File: config.mk
export PLATFORM = sky130hd
export DESIGN_NAME = arm_mc_controller_flat
export DESIGN_NICKNAME = d
export VERILOG_FILES = /design/src/rtl/arm_mc_controller_pkg.sv /design/src/rtl/arm_mc_controller_if.sv /design/src/rtl/arm_mc_controller_cond_check.sv /design/src/rtl/arm_mc_controller.sv /design/src/flat_wrapper.sv
export SDC_FILE = /design/constraint.sdc
export NUM_CORES = 1
export LEC_CHECK = 0
export ABC_AREA = 1
export CAP_MARGIN = 25
export CELL_PAD_IN_SITES_DETAIL_PLACEMENT = 1
export CELL_PAD_IN_SITES_GLOBAL_PLACEMENT = 2
export CORE_MARGIN = 2
export CORE_UTILIZATION = 22
export CTS_BUF_LIST = sky130_fd_sc_hd__clkbuf_8
export CTS_CLUSTER_SIZE = 8
export DETAILED_ROUTE_END_ITERATION = 10
export HOLD_SLACK_MARGIN = 0.08
export PLACE_DENSITY_LB_ADDON = 0.1
export SLEW_MARGIN = 40
export SYNTH_ARGS = -nofsm -noshare
export SYNTH_HDL_FRONTEND = slang
export SYNTH_SLANG_ARGS = --single-unit
File: constraint.sdc
create_clock -name clk -period 3.3 [get_ports clk]
set_input_delay 0.66 -clock clk [delete_from_list [all_inputs] [get_ports clk]]
set_output_delay 0.66 -clock clk [all_outputs]
set_load 0.05 [all_outputs]
File: src/rtl/arm_mc_controller_pkg.sv
// Shared types and encodings for the multi-cycle ARM control unit.
package arm_mc_pkg;

  typedef enum logic [3:0] {
    FETCH, DECODE, MEMADR, MEMRD, MEMWB, MEMWR, EXECR, EXECI, ALUWB, BRANCH
  } state_t;

  localparam logic [1:0] OP_DP  = 2'b00;
  localparam logic [1:0] OP_MEM = 2'b01;
  localparam logic [1:0] OP_BR  = 2'b10;

  localparam logic [1:0] ALU_ADD = 2'b00;
  localparam logic [1:0] ALU_SUB = 2'b01;
  localparam logic [1:0] ALU_AND = 2'b10;
  localparam logic [1:0] ALU_ORR = 2'b11;

  localparam logic [1:0] RES_ALUOUT    = 2'b00;
  localparam logic [1:0] RES_DATA      = 2'b01;
  localparam logic [1:0] RES_ALURESULT = 2'b10;

  localparam logic [1:0] SRCB_RD2  = 2'b00;
  localparam logic [1:0] SRCB_IMM  = 2'b01;
  localparam logic [1:0] SRCB_FOUR = 2'b10;

  localparam logic [3:0] COND_EQ = 4'b0000;
  localparam logic [3:0] COND_NE = 4'b0001;
  localparam logic [3:0] COND_CS = 4'b0010;
  localparam logic [3:0] COND_CC = 4'b0011;
  localparam logic [3:0] COND_MI = 4'b0100;
  localparam logic [3:0] COND_PL = 4'b0101;
  localparam logic [3:0] COND_VS = 4'b0110;
  localparam logic [3:0] COND_VC = 4'b0111;
  localparam logic [3:0] COND_HI = 4'b1000;
  localparam logic [3:0] COND_LS = 4'b1001;
  localparam logic [3:0] COND_GE = 4'b1010;
  localparam logic [3:0] COND_LT = 4'b1011;
  localparam logic [3:0] COND_GT = 4'b1100;
  localparam logic [3:0] COND_LE = 4'b1101;
  localparam logic [3:0] COND_AL = 4'b1110;
  localparam logic [3:0] COND_NV = 4'b1111;

endpackage

File: src/rtl/arm_mc_controller_if.sv
// Controller <-> datapath signal bundle: instruction fields and ALU flags in, control out.
interface arm_mc_controller_if;
  logic [1:0] Op;
  logic [5:0] Funct;
  logic [3:0] Rd;
  logic [3:0] Cond;
  logic [3:0] ALUFlags;
  logic       PCWrite;
  logic       MemWrite;
  logic       RegWrite;
  logic       IRWrite;
  logic       AdrSrc;
  logic       ALUSrcA;
  logic [1:0] ALUSrcB;
  logic [1:0] ALUControl;
  logic [1:0] ResultSrc;

  modport master (
    input  Op, Funct, Rd, Cond, ALUFlags,
    output PCWrite, MemWrite, RegWrite, IRWrite, AdrSrc, ALUSrcA,
           ALUSrcB, ALUControl, ResultSrc
  );

  modport slave (
    output Op, Funct, Rd, Cond, ALUFlags,
    input  PCWrite, MemWrite, RegWrite, IRWrite, AdrSrc, ALUSrcA,
           ALUSrcB, ALUControl, ResultSrc
  );
endinterface

File: src/rtl/arm_mc_controller_cond_check.sv
// ARM condition-code evaluation against stored NZCV; the never (1111) code is false.
module cond_check
  import arm_mc_pkg::*;
(
  input  logic [3:0] cond_i,
  input  logic [3:0] flags_i,
  output logic       cond_ex_o
);
  logic n, z, c, v;
  assign {n, z, c, v} = flags_i;

  always_comb begin
    cond_ex_o = 1'b0;
    case (cond_i)
      COND_EQ: cond_ex_o = z;
      COND_NE: cond_ex_o = ~z;
      COND_CS: cond_ex_o = c;
      COND_CC: cond_ex_o = ~c;
      COND_MI: cond_ex_o = n;
      COND_PL: cond_ex_o = ~n;
      COND_VS: cond_ex_o = v;
      COND_VC: cond_ex_o = ~v;
      COND_HI: cond_ex_o = c & ~z;
      COND_LS: cond_ex_o = ~c | z;
      COND_GE: cond_ex_o = (n == v);
      COND_LT: cond_ex_o = (n != v);
      COND_GT: cond_ex_o = ~z & (n == v);
      COND_LE: cond_ex_o = z | (n != v);
      COND_AL: cond_ex_o = 1'b1;
      default: cond_ex_o = 1'b0;
    endcase
  end
endmodule

File: src/rtl/arm_mc_controller.sv
// Moore control FSM for the multi-cycle ARM datapath, with NZCV flags and condition gating.
module arm_mc_controller
  import arm_mc_pkg::*;
(
  input  logic                       clk,
  input  logic                       reset,
  arm_mc_controller_if.master        bus
);
  state_t     state_q, state_d;
  logic [3:0] flags_q, flags_d;
  logic       cond_q, cond_d;
  logic       cond_ex;

  logic [3:0] cmd;
  logic [1:0] alu_dec;
  logic       no_write, cv_upd, wb_en, rd_is_pc, exec_st;

  logic       pc_write, mem_write, reg_write, ir_write, adr_src, alu_src_a;
  logic [1:0] alu_src_b, alu_control, result_src;

  cond_check u_cond_check (
    .cond_i    (bus.Cond),
    .flags_i   (flags_q),
    .cond_ex_o (cond_ex)
  );

  always_comb begin
    cmd      = bus.Funct[4:1];
    alu_dec  = ALU_ADD;
    no_write = 1'b0;
    cv_upd   = 1'b0;
    case (cmd)
      4'b0100: begin alu_dec = ALU_ADD; cv_upd = 1'b1; end
      4'b0010: begin alu_dec = ALU_SUB; cv_upd = 1'b1; end
      4'b0000: alu_dec = ALU_AND;
      4'b1100: alu_dec = ALU_ORR;
      4'b1010: begin alu_dec = ALU_SUB; cv_upd = 1'b1; no_write = 1'b1; end
      default: begin alu_dec = ALU_ADD; no_write = 1'b1; end
    endcase
  end

  // cmd bits of a memory word are addressing-mode bits, so NoWrite only applies to DP
  assign wb_en    = cond_q & ~(no_write & (bus.Op == OP_DP));
  assign rd_is_pc = (bus.Rd == 4'd15);
  assign exec_st  = (state_q == EXECR) || (state_q == EXECI);

  always_comb begin
    state_d     = state_q;
    pc_write    = 1'b0;
    mem_write   = 1'b0;
    reg_write   = 1'b0;
    ir_write    = 1'b0;
    adr_src     = 1'b0;
    alu_src_a   = 1'b0;
    alu_src_b   = SRCB_RD2;
    alu_control = ALU_ADD;
    result_src  = RES_ALUOUT;
    case (state_q)
      FETCH: begin
        state_d    = DECODE;
        ir_write   = 1'b1;
        pc_write   = 1'b1;
        alu_src_a  = 1'b1;
        alu_src_b  = SRCB_FOUR;
        result_src = RES_ALURESULT;
      end
      DECODE: begin
        alu_src_a  = 1'b1;
        alu_src_b  = SRCB_FOUR;
        result_src = RES_ALURESULT;
        case (bus.Op)
          OP_DP:   state_d = bus.Funct[5] ? EXECI : EXECR;
          OP_MEM:  state_d = MEMADR;
          OP_BR:   state_d = BRANCH;
          default: state_d = FETCH;
        endcase
      end
      MEMADR: begin
        alu_src_b = SRCB_IMM;
        state_d   = bus.Funct[0] ? MEMRD : MEMWR;
      end
      MEMRD: begin
        adr_src = 1'b1;
        state_d = MEMWB;
      end
      MEMWB: begin
        result_src = RES_DATA;
        if (rd_is_pc) pc_write = wb_en;
        else          reg_write = wb_en;
        state_d = FETCH;
      end
      MEMWR: begin
        adr_src   = 1'b1;
        mem_write = cond_q;
        state_d   = FETCH;
      end
      EXECR: begin
        alu_control = alu_dec;
        state_d     = ALUWB;
      end
      EXECI: begin
        alu_src_b   = SRCB_IMM;
        alu_control = alu_dec;
        state_d     = ALUWB;
      end
      ALUWB: begin
        if (rd_is_pc) pc_write = wb_en;
        else          reg_write = wb_en;
        state_d = FETCH;
      end
      BRANCH: begin
        alu_src_b  = SRCB_IMM;
        result_src = RES_ALURESULT;
        pc_write   = cond_q;
        state_d    = FETCH;
      end
      default: state_d = FETCH;
    endcase
  end

  always_comb begin
    flags_d = flags_q;
    if (exec_st && bus.Funct[0] && cond_q) begin
      flags_d[3:2] = bus.ALUFlags[3:2];
      if (cv_upd) flags_d[1:0] = bus.ALUFlags[1:0];
    end
  end

  assign cond_d = (state_q == DECODE) ? cond_ex : cond_q;

  always_ff @(posedge clk) begin
    if (reset) begin
      state_q <= FETCH;
      flags_q <= '0;
      cond_q  <= 1'b0;
    end else begin
      state_q <= state_d;
      flags_q <= flags_d;
      cond_q  <= cond_d;
    end
  end

  // Reset must suppress architectural writes even when it lands mid-instruction.
  assign bus.PCWrite    = pc_write  & ~reset;
  assign bus.MemWrite   = mem_write & ~reset;
  assign bus.RegWrite   = reg_write & ~reset;
  assign bus.IRWrite    = ir_write  & ~reset;
  assign bus.AdrSrc     = adr_src;
  assign bus.ALUSrcA    = alu_src_a;
  assign bus.ALUSrcB    = alu_src_b;
  assign bus.ALUControl = alu_control;
  assign bus.ResultSrc  = result_src;
endmodule

File: src/flat_wrapper.sv
// flat-port wrapper written by rule: the top's interface ports become plain ports
module arm_mc_controller_flat import arm_mc_pkg::*;
  (clk, reset, bus_Op, bus_Funct, bus_Rd, bus_Cond, bus_ALUFlags, bus_PCWrite, bus_MemWrite, bus_RegWrite, bus_IRWrite, bus_AdrSrc, bus_ALUSrcA, bus_ALUSrcB, bus_ALUControl, bus_ResultSrc);
  arm_mc_controller_if bus_i ();
  input  logic clk;
  input  logic reset;
  input wire logic [$bits(bus_i.Op)-1:0] bus_Op;
  input wire logic [$bits(bus_i.Funct)-1:0] bus_Funct;
  input wire logic [$bits(bus_i.Rd)-1:0] bus_Rd;
  input wire logic [$bits(bus_i.Cond)-1:0] bus_Cond;
  input wire logic [$bits(bus_i.ALUFlags)-1:0] bus_ALUFlags;
  output wire logic [$bits(bus_i.PCWrite)-1:0] bus_PCWrite;
  output wire logic [$bits(bus_i.MemWrite)-1:0] bus_MemWrite;
  output wire logic [$bits(bus_i.RegWrite)-1:0] bus_RegWrite;
  output wire logic [$bits(bus_i.IRWrite)-1:0] bus_IRWrite;
  output wire logic [$bits(bus_i.AdrSrc)-1:0] bus_AdrSrc;
  output wire logic [$bits(bus_i.ALUSrcA)-1:0] bus_ALUSrcA;
  output wire logic [$bits(bus_i.ALUSrcB)-1:0] bus_ALUSrcB;
  output wire logic [$bits(bus_i.ALUControl)-1:0] bus_ALUControl;
  output wire logic [$bits(bus_i.ResultSrc)-1:0] bus_ResultSrc;
  assign bus_i.Op = bus_Op;
  assign bus_i.Funct = bus_Funct;
  assign bus_i.Rd = bus_Rd;
  assign bus_i.Cond = bus_Cond;
  assign bus_i.ALUFlags = bus_ALUFlags;
  assign bus_PCWrite = bus_i.PCWrite;
  assign bus_MemWrite = bus_i.MemWrite;
  assign bus_RegWrite = bus_i.RegWrite;
  assign bus_IRWrite = bus_i.IRWrite;
  assign bus_AdrSrc = bus_i.AdrSrc;
  assign bus_ALUSrcA = bus_i.ALUSrcA;
  assign bus_ALUSrcB = bus_i.ALUSrcB;
  assign bus_ALUControl = bus_i.ALUControl;
  assign bus_ResultSrc = bus_i.ResultSrc;
  arm_mc_controller u_core (.clk(clk), .reset(reset), .bus(bus_i));
endmodule
; Word level (Yosys, flattened, before mapping)
; Index checks and enable logic that the tools add are counted.
[classes]
eq_ne = 32
mux = 19
bitwise = 16
n_reduce_logical = 17
[op_table]
columns = operator, n
row1 = $eq A4 B4 Y1 const B, 12
row2 = $eq A4 B3 Y1 const B, 9
row3 = $eq A4 B2 Y1 const B, 5
row4 = $pmux W4 S5, 1
row5 = $pmux W1 S15, 1
row6 = $logic_not A4 Y1, 3
row7 = $pmux W4 S3, 1
row8 = $mux W1, 10
row9 = $reduce_or A2 Y1, 5
row10 = $reduce_or A3 Y1, 3
row11 = $and A1 B1 Y1, 8
row12 = $eq A4 B1 Y1 const B, 2
row13 = $pmux W2 S2, 2
row14 = $not A1 Y1, 6
row15 = $pmux W2 S3, 1
row16 = $reduce_or A4 Y1, 1
row17 = $mux W3, 1
row18 = $pmux W1 S3, 1
row19 = $eq A2 B1 Y1 const B, 1
row20 = $eq A2 B2 Y1 const B, 1
row21 = $logic_and A1 B1 Y1, 2
row22 = $logic_not A2 Y1, 1
row23 = $mux W2, 1
row24 = $or A1 B1 Y1, 2
row25 = other kinds (4), 4
[totals]
reg_bits = 9
input_bits = 22
output_inout_bits = 12
elab_cells = 88

; Longest topological paths before layout
; Gate-level depths: netlist of run 1.
[depth]
depth_word = 9
mapped_depth = 10
depth_no_buf = 10

; Hierarchy
; From an unflattened synthesis of run 1, not the netlist that was laid out.
[unflattened]
hier_cells = 166
area_unflattened_um2 = 870.8
[modules_own_cells]
columns = mod, instances, cells_each, area_per_inst_um2, seq_area_each_um2
row1 = arm_mc_controller, 1, 111, 641.9, 180.2
row2 = cond_check, 1, 55, 229.0, 0.0

; Worst setup path after synthesis of run 1
; Ideal clock, no wire load.
[synth_timing]
path_kind = in2out
from = in bus_Funct[3]
to = out bus_RegWrite
t_arrival_ns = 2.088
setup_slack_ns = 0.552
cell_stages = 5
path_buffers = 0
cell_sequence = a21oi_1 -> nand2_1 -> a21oi_1 -> nand2_1 -> nor3_1
[synth_between]
elab_chain_cells = 9
[synth_rtl]
columns = item, line
row1 = from (decl), flat_wrapper.sv:8  ; input wire logic [$bits(bus_i.Funct)-1:0] bus_Funct;
row2 = "$eq A4 B3 Y1, or another cell as far along", arm_mc_controller.sv:32  ; case (cmd)
row3 = $reduce_or A4 Y1 (no line) (*), -
row4 = $mux W1 (*), arm_mc_controller.sv:32
row5 = $and A1 B1 Y1 (*), arm_mc_controller.sv:43  ; assign wb_en = cond_q & ~(no_write & (bus.Op == OP_DP));
row6 = $not A1 Y1 (*), arm_mc_controller.sv:43
row7 = $and A1 B1 Y1 (*), arm_mc_controller.sv:43
row8 = $mux W1 (*), "arm_mc_controller.sv:88, arm_mc_controller.sv:107"
row9 = $mux W1 (*), -
row10 = $and A1 B1 Y1 (*), arm_mc_controller.sv:146  ; assign bus.RegWrite = reg_write & ~reset;
row11 = to (decl), flat_wrapper.sv:14  ; output wire logic [$bits(bus_i.RegWrite)-1:0] bus_RegWrite;
; Mark *: on every way between the ends. The rest lies on a longest branch, timed or not.

; Worst setup path after layout of run 1
; Same ends and word-level chain as after synthesis.

==> results.txt, run 1 <==
The clock-pin transition on the worst setup and hold timing paths is 0.04 ns. The synthesis warning total came out at 0. The count of hold-fix buffers inserted at cts came out at 0. At the end of routability-driven placement, the weighted congestion stood at ~0.79. The overall die area came out at 4320 um2. Across the routed clock network, the largest skew measured is 0.000601 ns. The worst path required time came out at around 2.6 ns.

The worst reg-to-reg path cell count is 7. The initial antenna violation count is 0. The pin count of the biggest net entering global routing is 11.

Once detail routing completed, the nets flagged for antenna violations numbered 0. Setup repair after global routing left no endpoint under its margin. The number of hold violations in the final report was 0.

The footprint of the multi-input gates is 546 um2. For this run, design rule violations remaining after detail routing come to 0. The worst-case vdd ir drop is between 0.1 and 0.15 mV. The final HPWL from detailed placement is 2.30 mm. Using the TritonRoute via totals, the vias-per-cell ratio works out to 4.45. The slew at the pin with the worst max-slew slack came out at 0.495 ns. The routed length per instance is approximately 12 um.

The time the final worst path needs with I/O delays and setup is 2.76 ns. The filler-free cell count of the finished design is roughly 230. The area occupied by registers is 180 um2.

The number of clock buffers inserted by TritonCTS is 3. Synthesis produced a netlist whose cell count is 150. The initial DRC count is 28.

The run finished with clean final reports. The die outline height is 65.7 um. The synthesized netlist contains 22 unique library cells. The total global routing track utilization is 13.9%.

The maximum number of buffers from clock root to sink is 2. The data arrival time at the worst-slack endpoint is 2.10 ns. The core area is 3660 um2.

Leaving out fill and tap cells, the most frequent cells in the layout are nand2_1 (35), clkdlybuf4s50_1 (28), nor2_1 (24). The number of nets in the layout came out at roughly 210. The count of final max-slew check failures came out at 0. Once the clock tree was built, the resizer swapped 0 gates to a different size.

The number of global-route vias before repair came out at 1087. The design draws 404 uW. The number of fill cells in the layout came out at 497. The first-pass GRT wire length came out at 4.64 mm.

The number of detailed-routing iterations run before antenna repair is 3. The area growth from synthesis to layout is 51.8%. The number of nets produced by synthesis is 172.

In this run, synthesis produced a sequential element count of 9. STA classifies the critical path endpoint as an output pin. The largest fanout on the critical path is 5. The CTS tree is built.

The worst slew margin relative to its limit is 66.9%. The CTS root buffer is clkbuf_8. The number of buffers added on ports came out at 33.

Static timing analysis puts the maximum clock frequency at 0.363 GHz. The fraction of final layout cells sized beyond drive strength 1 came out at 13.0%. The effective utilization at floorplan is approximately 23%. The post-CTS setup repair buffer count is 0.

The number of cells after detailed placement is 229. The worst setup path is launched from a primary input. For this design the top-level I/O count stands at 34. The count of max-cap constraint violations is 0. The CTS sink count is 9.

The library cell used most frequently in the layout, excluding fill and tap cells, is nand2_1. The antenna cell count is 0. Setup violations remaining at the end of the flow were counted as 0.

The cell area after synthesis is 838 um2. The worst hold path belongs to the class flip-flop to flip-flop. The share of the Yosys chip area taken by registers is 21.5%. The fraction of the cycle the final worst path needs is a little over four fifths.

The number of cells on the worst hold path came out at 2. In this run the horizontal extent of the chip is 65.7 um. The power per unit of standard cell area is 318 nW/um2.

The total via count in the routed design is around 1000. The final routed wirelength across all metal layers came out at about 2.7 mm. The clock insertion delay at the later pin of the skew report came out at 0.23 ns. The count of standard-cell rows is 22.

The final global-route overflow total is 0. The critical path in this run is classified as primary input to output pin. The leakage power figure came out at approximately 0.00055 uW. The H-tree depth is 1.

The synthesized area divided by synthesized cell count is 5.59 um2. In the final timing run, aggregate negative setup slack is 0 ns.
layer usage:
layer | GRT usage (%) | vias up | part of all wire (%)
li1 | - | 548 | -
met1 | 19.1 | 463 | 51
met2 | 22.1 | 22 | 44
met3 | 1.03 | 4 | 3.2
met4 | 6.25 | 0 | 1.6
met5 | 0 | - | 0
power by group:
group	switching [uW]	total, uW	internal (uW)
clock	43.6	125	81.0
combinational	93.4	157	63.9
sequential	8.45	122	114
total	145	404	259
worst paths after layout:
| kind | end | slack (ns) | startpoint |
|---|---|---|---|
| worst max-delay path | bus_RegWrite | 0.54 | bus_Funct[3] |
| worst max register to register | u_core.state_q[2] | 2.03 | u_core.state_q[1] |
| worst min register to register | u_core.flags_q[0] | 0.52 | u_core.flags_q[0] |
| worst min-delay path | u_core.flags_q[0] | 0.52 | u_core.flags_q[0] |
worst max-delay path: stages:
cell	delay (ns)
clkdlybuf4s50_1	0.48
a21oi_1	0.19
nand2_1	0.07
a21oi_1	0.17
nand2_1	0.07
nor3_1	0.28
buf_12	0.19
registers in the layout (all words and copies together), names as in the netlist:
| name | cells |
|---|---|
| u_core.state_q | 4 |
| u_core.flags_q | 4 |
| u_core.cond_q | 1 |
synth_stat cells:
library cell / n / share of area (%)
a21oi_1: 12 / 7.2
a21oi_2: 1 / 1.0
buf_2: 2 / 1.2
buf_6: 1 / 1.3
clkinv_1: 1 / 0.45
clkinv_2: 1 / 0.60
dfxtp_1: 9 / 21
inv_1: 17 / 7.6
inv_2: 5 / 2.2
nand2_1: 35 / 16
nand2_2: 3 / 2.2
nand3_1: 15 / 9.0
nand3b_1: 2 / 1.8
nand4_1: 1 / 0.75
nand4_4: 1 / 2.5
nor2_1: 24 / 11
nor2_2: 2 / 1.5
nor2_4: 2 / 2.7
nor3_1: 6 / 3.6
o21ai_0: 2 / 1.2
o21ai_1: 7 / 4.2
o311ai_1: 1 / 1.0
stage by stage:
step	hold WS (ns)	util (%)	worst slack [ns]	area, um2
after floorplan	0.476	-	0.552	838
after global placement	0.512	33.5	0.577	1230
after detailed placement	0.516	33.5	0.553	1230
after CTS	0.525	34.8	0.531	1270
after global routing	0.543	34.8	0.377	1270
final	0.517	34.8	0.542	1270
area by class of cell:
cell class,count,share of cell area (%)
multi-input combinational,114,42.9
tap,48,4.72
timing repair buffer,34,27.5
clock inverter,1,0.295
inverter,24,7.18
clock buffer,3,3.24
sequential,9,14.2
cells by family (layout without fill, tap and decap cells):
family	count (synthesis)	after routing	share of synthesized area (%)
AO/OA/AOI/OAI	23	23	14.6
buffers and inverters	27	62	13.4
flip-flops	9	9	21.5
AND/OR/NAND/NOR	91	91	50.4
Power figures use the tool's default switching activity.
==> run 2, diff against run 1 <==
- CORE_UTILIZATION: 22 -> 21
- clock period: 3.3 -> 2.79 ns (I/O delays scaled with it)
==> run 2 against run 1 <==
Compared with the run above: sequential power is 18% higher; largest power group unchanged; largest cell class unchanged; combinational power up 20%; clock power increased by 24%; core utilization rose by 0.50 points; critical path type is now flip-flop to output pin.
==> results.txt, run 2 (synthesis gave the netlist of run 1 again) <==
Derived from the worst setup path, the maximum achievable clock frequency is 0.380 GHz. The count of endpoints failing setup in the final report is 0 (unchanged). The final routed wirelength across all metal layers was 2.69 mm (+0.30%). The count of final max-slew check failures came out at 0 (unchanged). The final worst setup slack came out at 0.161 ns (-0.381 ns). The fraction of final layout cells sized beyond drive strength 1 was 13.5% (+0.54 points).

The worst setup path is of the flip-flop to output pin kind. The via density per instance is 4.48 (+0.68%). The count of standard-cell rows is 22 (unchanged). The count of max-cap constraint violations is 0 (unchanged). The die outline height was 67.2 um (+2.2%). The leakage power figure is 0.000562 uW (+2.4%). The H-tree depth came out at 1 (unchanged).

The number of clock buffers inserted by TritonCTS is 3 (unchanged). The total power after layout came to 488 uW (+21%). The final total negative setup slack is 0 ns (unchanged). The weighted congestion reported at the end of routability-driven placement is 0.841 (+6.9%). The largest registers in the layout are u_core.flags_q x4, u_core.state_q x4, u_core.cond_q x1. The root buffer cell chosen for the clock tree is clkbuf_8.

The CTS sink count came out at 9 (unchanged). The total global routing track utilization came out at 13.8% (-0.17 points). The footprint of the multi-input gates is 546 um2 (unchanged). The power per unit of standard cell area came out at 370 nW/um2 (+17%). The number of global-route vias before repair was 998 (-8.2%). The largest fanout on the critical path came out at 10 (+5). The clock insertion delay at the later pin of the skew report came to 0.24 ns (about the same). The number of hold violations in the final report came out at 0 (unchanged). The number of resized instances in the post-cts repair step came out at 0 (unchanged). The initial DRC count was 19 (-32%). The total via count in the routed design was 1044 (+0.68%). The number of buffers added on ports is 33 (unchanged). The minimum setup slack after placement was 0.226 ns (-0.327 ns). The data arrival time at the worst-slack endpoint was 2.07 ns (-0.03 ns).

The worst-case vdd ir drop came out at 0.150 mV (+19%). Leaving out fill and tap cells, the most frequent cells in the layout are nand2_1 (35), clkdlybuf4s50_1 (27), nor2_1 (24). The first-pass GRT wire length came out at 4.62 mm (-0.58%). Setup repair after global routing left no endpoint under its margin. The fraction of the cycle the final worst path needs is 94.2%.

The share of the core filled with cells is 35.3% (+0.50 points). The worst setup skew after layout came out at 0.00340 ns (+0.00280 ns). The final HPWL from detailed placement is 2.25 mm (-2.3%). The post-CTS setup repair buffer count is 0 (unchanged). The remaining antenna violation count came to 0 (unchanged). The worst path required time is 2.23 ns (-0.41 ns). The antenna cell count was 0 (unchanged). The final global-route overflow total came out at 0 (unchanged). The overall die area is 4510 um2 (+4.5%). The number of nets in the layout is 208 (unchanged). The kind of capture point of the worst setup path is an output pin. The pin count of the biggest net entering global routing came to 11 (unchanged). The number of DRC violations after detailed routing was 0 (unchanged). The I/O pin count came out at 34 (unchanged).

TritonCTS built the clock tree. The worst hold path belongs to the class flip-flop to flip-flop. The slew at the pin with the worst max-slew slack is 0.496 ns (+0.00114 ns). The initial antenna violation count came out at 0 (unchanged). The area occupied by registers is 180 um2 (unchanged). The clock-pin transition on the worst setup and hold timing paths came to 0.05 ns (about the same). The flow ran to the end, and the final reports show no timing, DRC or antenna violations. The number of fill cells in the layout is 500 (+0.60%).

STA classifies the critical path startpoint as a flip-flop. The core area is 3740 um2 (+2.3%). The maximum number of buffers from clock root to sink is 2 (unchanged).

The worst slew margin relative to its limit was 66.8% (-0.076 points). The count of hold-fix buffers inserted at cts came to 0 (unchanged). The die span in x is 67.2 um (+2.2%).

The effective utilization at floorplan came out at 22.4% (-0.51 points). The layout overhead on the synthesized area came out at 57.5%. The most frequent standard cell in the layout excluding fill and tap cells is nand2_1. The routed length per instance came out at 11.6 um (+0.30%). The number of detailed-routing iterations run before antenna repair is 4 (+1). The smallest clock period supported by the final layout is computed as 2.63 ns.
## run 2: layout make-up
type	count	share of cell area (%)
Multi-Input combinational cell	114	41.3
Timing Repair Buffer	34	30.1
Sequential cell	9	13.6
Inverter	24	6.92
Tap cell	48	4.55
Clock buffer	3	3.13
Clock inverter	1	0.284
## run 2: per-layer routing
metal / wire length [um] / up-vias / global-route usage (%)
li1: - / 552 / -
met1: 1420 / 466 / 19.6
met2: 1100 / 21 / 19.3
met3: 126 / 5 / 3.50
met4: 45 / 0 / 6.12
met5: 0 / - / 0
## run 2: power breakdown
| group | internal, uW | switching (uW) |
|---|---|---|
| Combinational | 79.2 | 109 |
| Clock | 96.5 | 59.0 |
| Sequential | 134 | 10.0 |
| Total | 310 | 178 |
## run 2: stage by stage
step                      hold slack, ns  instance area, um2  std cells
after global placement             0.525                1270        229
after detailed placement           0.516                1270        229
after CTS                          0.533                1320        233
after floorplan                    0.476                 838        150
after global routing               0.576                1320        233
final                              0.527                1320        233
## run 2: critical path, stage by stage (launching register included)
cell             delay (ns)
dfxtp_1                0.59
inv_2                  0.08
o311ai_1               0.30
clkdlybuf4s50_1        0.85
## run 2: worst paths after layout
check	startpoint	endpoint	slack [ns]	cells after the start
max reg2reg	u_core.state_q[1]	u_core.state_q[2]	1.52	7
max	u_core.state_q[1]	bus_ALUSrcB[0]	0.16	3
min reg2reg	u_core.cond_q	u_core.cond_q	0.53	2
min	u_core.cond_q	u_core.cond_q	0.53	2
==> run 3, diff against run 2 <==
- CORE_ASPECT_RATIO: default -> 0.7
==> run 3 against run 2 <==
Compared with the run above: clock power hardly changed; first-iteration DRC count is 140% higher; sequential power hardly changed.
==> results.txt, run 3 (synthesis gave the netlist of run 1 again) <==
The data arrival time at the worst-slack endpoint came out at 2.10 ns (+0.03 ns). The core area came out at 3870 um2 (+3.5%). The internal portion of total power came out at 310 uW (about the same). The initial DRC count came out at 45 (+26). STA classifies the critical path endpoint as an output pin. Setup repair after global routing left no endpoint under its margin. The library cells used most frequently in the layout, excluding fill and tap cells, are nand2_1 (35), clkdlybuf4s50_1 (27), nor2_1 (24).

The count of max-cap constraint violations came to 0 (unchanged). The delay of the slowest cell on the worst path is 0.84 ns (about the same). The met1 routed wirelength after detailed routing came out at 1.66 mm (+16%).

The I/O pin count came out at 34 (unchanged). The number of nets in the layout came out at 208 (unchanged). The final worst setup slack came to 0.132 ns (-0.0287 ns). The weighted congestion reported at the end of routability-driven placement came to 0.906 (+7.6%). The critical path launch point type is a flip-flop.

The die span in x was 79.5 um (+18%). The antenna cell count came to 0 (unchanged). The layout overhead on the synthesized area is 58.1%. The number of buffers added on ports came out at 33 (unchanged). The total via count in the routed design was 1042 (-0.19%). The CTS tree is built. The number of detailed-routing iterations run before antenna repair is 4 (unchanged). The fraction of final layout cells sized beyond drive strength 1 is 13.5% (unchanged). The worst setup skew after layout came out at 0.000620 ns (-0.00278 ns). The number of DRC violations after detailed routing was 0 (unchanged). The count of hold-fix buffers inserted at cts came out at 0 (unchanged). The time the final worst path needs with I/O delays and setup came out at 2.66 ns (+0.0287 ns). The first-pass GRT wire length is 5.05 mm (+9.4%). The routed length per instance came out at 12.5 um (+8.3%). The clock-pin transition on the worst setup and hold timing paths is 0.05 ns (about the same). The minimum setup slack after placement is 0.125 ns (-0.101 ns). The count of standard-cell rows is 19 (-14%). The wire length on met2 is 1.13 mm (+2.9%). The maximum number of buffers from clock root to sink came out at 2 (unchanged).

Leaving out fill and tap cells, the most frequent cell in the layout is nand2_1. The CTS sink count was 9 (unchanged). The final routed wirelength across all metal layers is 2.97 mm (+10%). The number of global-route vias before repair came out at 1043 (+4.5%). The combinational fraction of design power is 39.3% (+0.7 points).

The critical path class is flip-flop to output pin. The worst slew margin relative to its limit was 66.4% (-0.43 points). The filler-free cell count of the finished design came out at 237 (+1.7%). The final global-route overflow total came out at 0 (unchanged). The initial antenna violation count came out at 0 (unchanged). The remaining antenna violation count came out at 0 (unchanged). The slew at the pin with the worst max-slew slack is 0.502 ns (+0.00642 ns). The total global routing track utilization came out at 14.3% (+0.51 points).

The clock network fraction of design power came out at 31.2% (-0.6 points). The number of resized instances in the post-cts repair step is 0 (unchanged). The number of hold violations in the final report came out at 0 (unchanged). The slack of the worst reg-to-reg path is 1.47 ns (-0.05 ns). The count of endpoints failing setup in the final report came out at 0 (unchanged). The post-CTS setup repair buffer count is 0 (unchanged). The routed length on met3 is 169 um (+34%).

The effective utilization at floorplan came out at 21.6% (-0.76 points). The path class of the tightest hold or removal check is flip-flop to flip-flop. The leakage power figure is 0.000562 uW (unchanged). The clock insertion delay at the later pin of the skew report is 0.24 ns (about the same). The power per unit of standard cell area is 370 nW/um2 (-0.11%). The flow ran to the end, and the final reports show no timing, DRC or antenna violations.

The worst path required time came out at 2.23 ns (about the same). The largest registers in the layout are u_core.flags_q x4, u_core.state_q x4, u_core.cond_q x1. The switching component of the power is 180 uW (+0.84%). The pin count of the biggest net entering global routing came to 11 (unchanged).

The highest layer touched by signal routing is met4. The CTS root buffer is clkbuf_8. The top achievable clock speed was 0.376 GHz (-1.1%). The number of clock buffers inserted by TritonCTS came out at 3 (unchanged). The proportion of power drawn by flip-flops and latches is 29.5% (about the same). The startpoint of the most critical register-to-register path is u_core.state_q[1]. The die outline height is 56.9 um (-15%). The number of cells after detailed placement is 233 (+1.7%).

The startpoint of the most critical hold path is u_core.flags_q[0]. The switching portion of total power came out at 36.7% (+0.21 points). The most critical setup path has its startpoint at u_core.state_q[1]. The H-tree depth was 1 (unchanged). Traced cell by cell, the critical path runs through inv_2, nand2_1, nor3_1, inv_1, o21ai_0, clkdlybuf4s50_1. The final HPWL from detailed placement came out at 2.51 mm (+12%). The overall die area came out at 4520 um2 (+0.18%). The fraction of the cycle the final worst path needs is 95.3% (+1.0 points). The worst-case vdd ir drop came out at 0.178 mV (+19%).

The final total negative setup slack is 0 ns (unchanged). The largest fanout on the critical path is 10 (unchanged). The slowest stage of the critical path is the clkdlybuf4s50_1 cell. The via density per instance is 4.40 (-1.9%). The count of final max-slew check failures came out at 0 (unchanged).
run 3: cell counts in the layout (fill, tap and decap cells not counted):
Identical to the previous run, type by type.
run 3: final timing paths:
check,endpoint,depth (start not counted)
setup reg to reg,u_core.state_q[2],7
hold reg to reg,u_core.flags_q[0],2
setup / recovery,bus_ResultSrc[1],6
hold / removal,u_core.flags_q[0],2
run 3: metrics by stage:
stage	power (uW)	utilization (%)	instance area, um2	hold WS (ns)
after global routing	526	34.2	1330	0.554
after floorplan	255	-	838	0.476
after CTS	495	34.2	1330	0.520
final	490	34.2	1330	0.513
after detailed placement	341	33.0	1280	0.510
after global placement	338	33.0	1280	0.509
run 3: cell type report:
type,instances,area (um2)
flip-flops and latches,9,180
repair buffers,34,398
well taps,52,65.1
inverters,24,91.3
clock buffers,3,41.3
fillers,500,2550
clock inverters,1,3.75
multi-input cells,114,546
run 3: power by group through the flow:
stage,clock [uW],combinational [uW],sequential [uW]
after floorplan,0,113,142
after global placement,0,191,147
after detailed placement,0,193,147
after CTS,156,194,145
after global routing,169,211,146
final,153,193,145
run 3: worst max-delay path, delay by kind of cell, from the launching register on:
kind,cells,cell delay (ns)
compound gates,1,0.10
buf+inv,3,1.08
flops,1,0.44
simple gates,2,0.25
run 3: metal layers:
metal / vias up / GRT usage (%)
li1: 546 / -
met1: 465 / 22.1
met2: 29 / 19.3
met3: 2 / 4.18
met4: 0 / 2.22
met5: - / 0
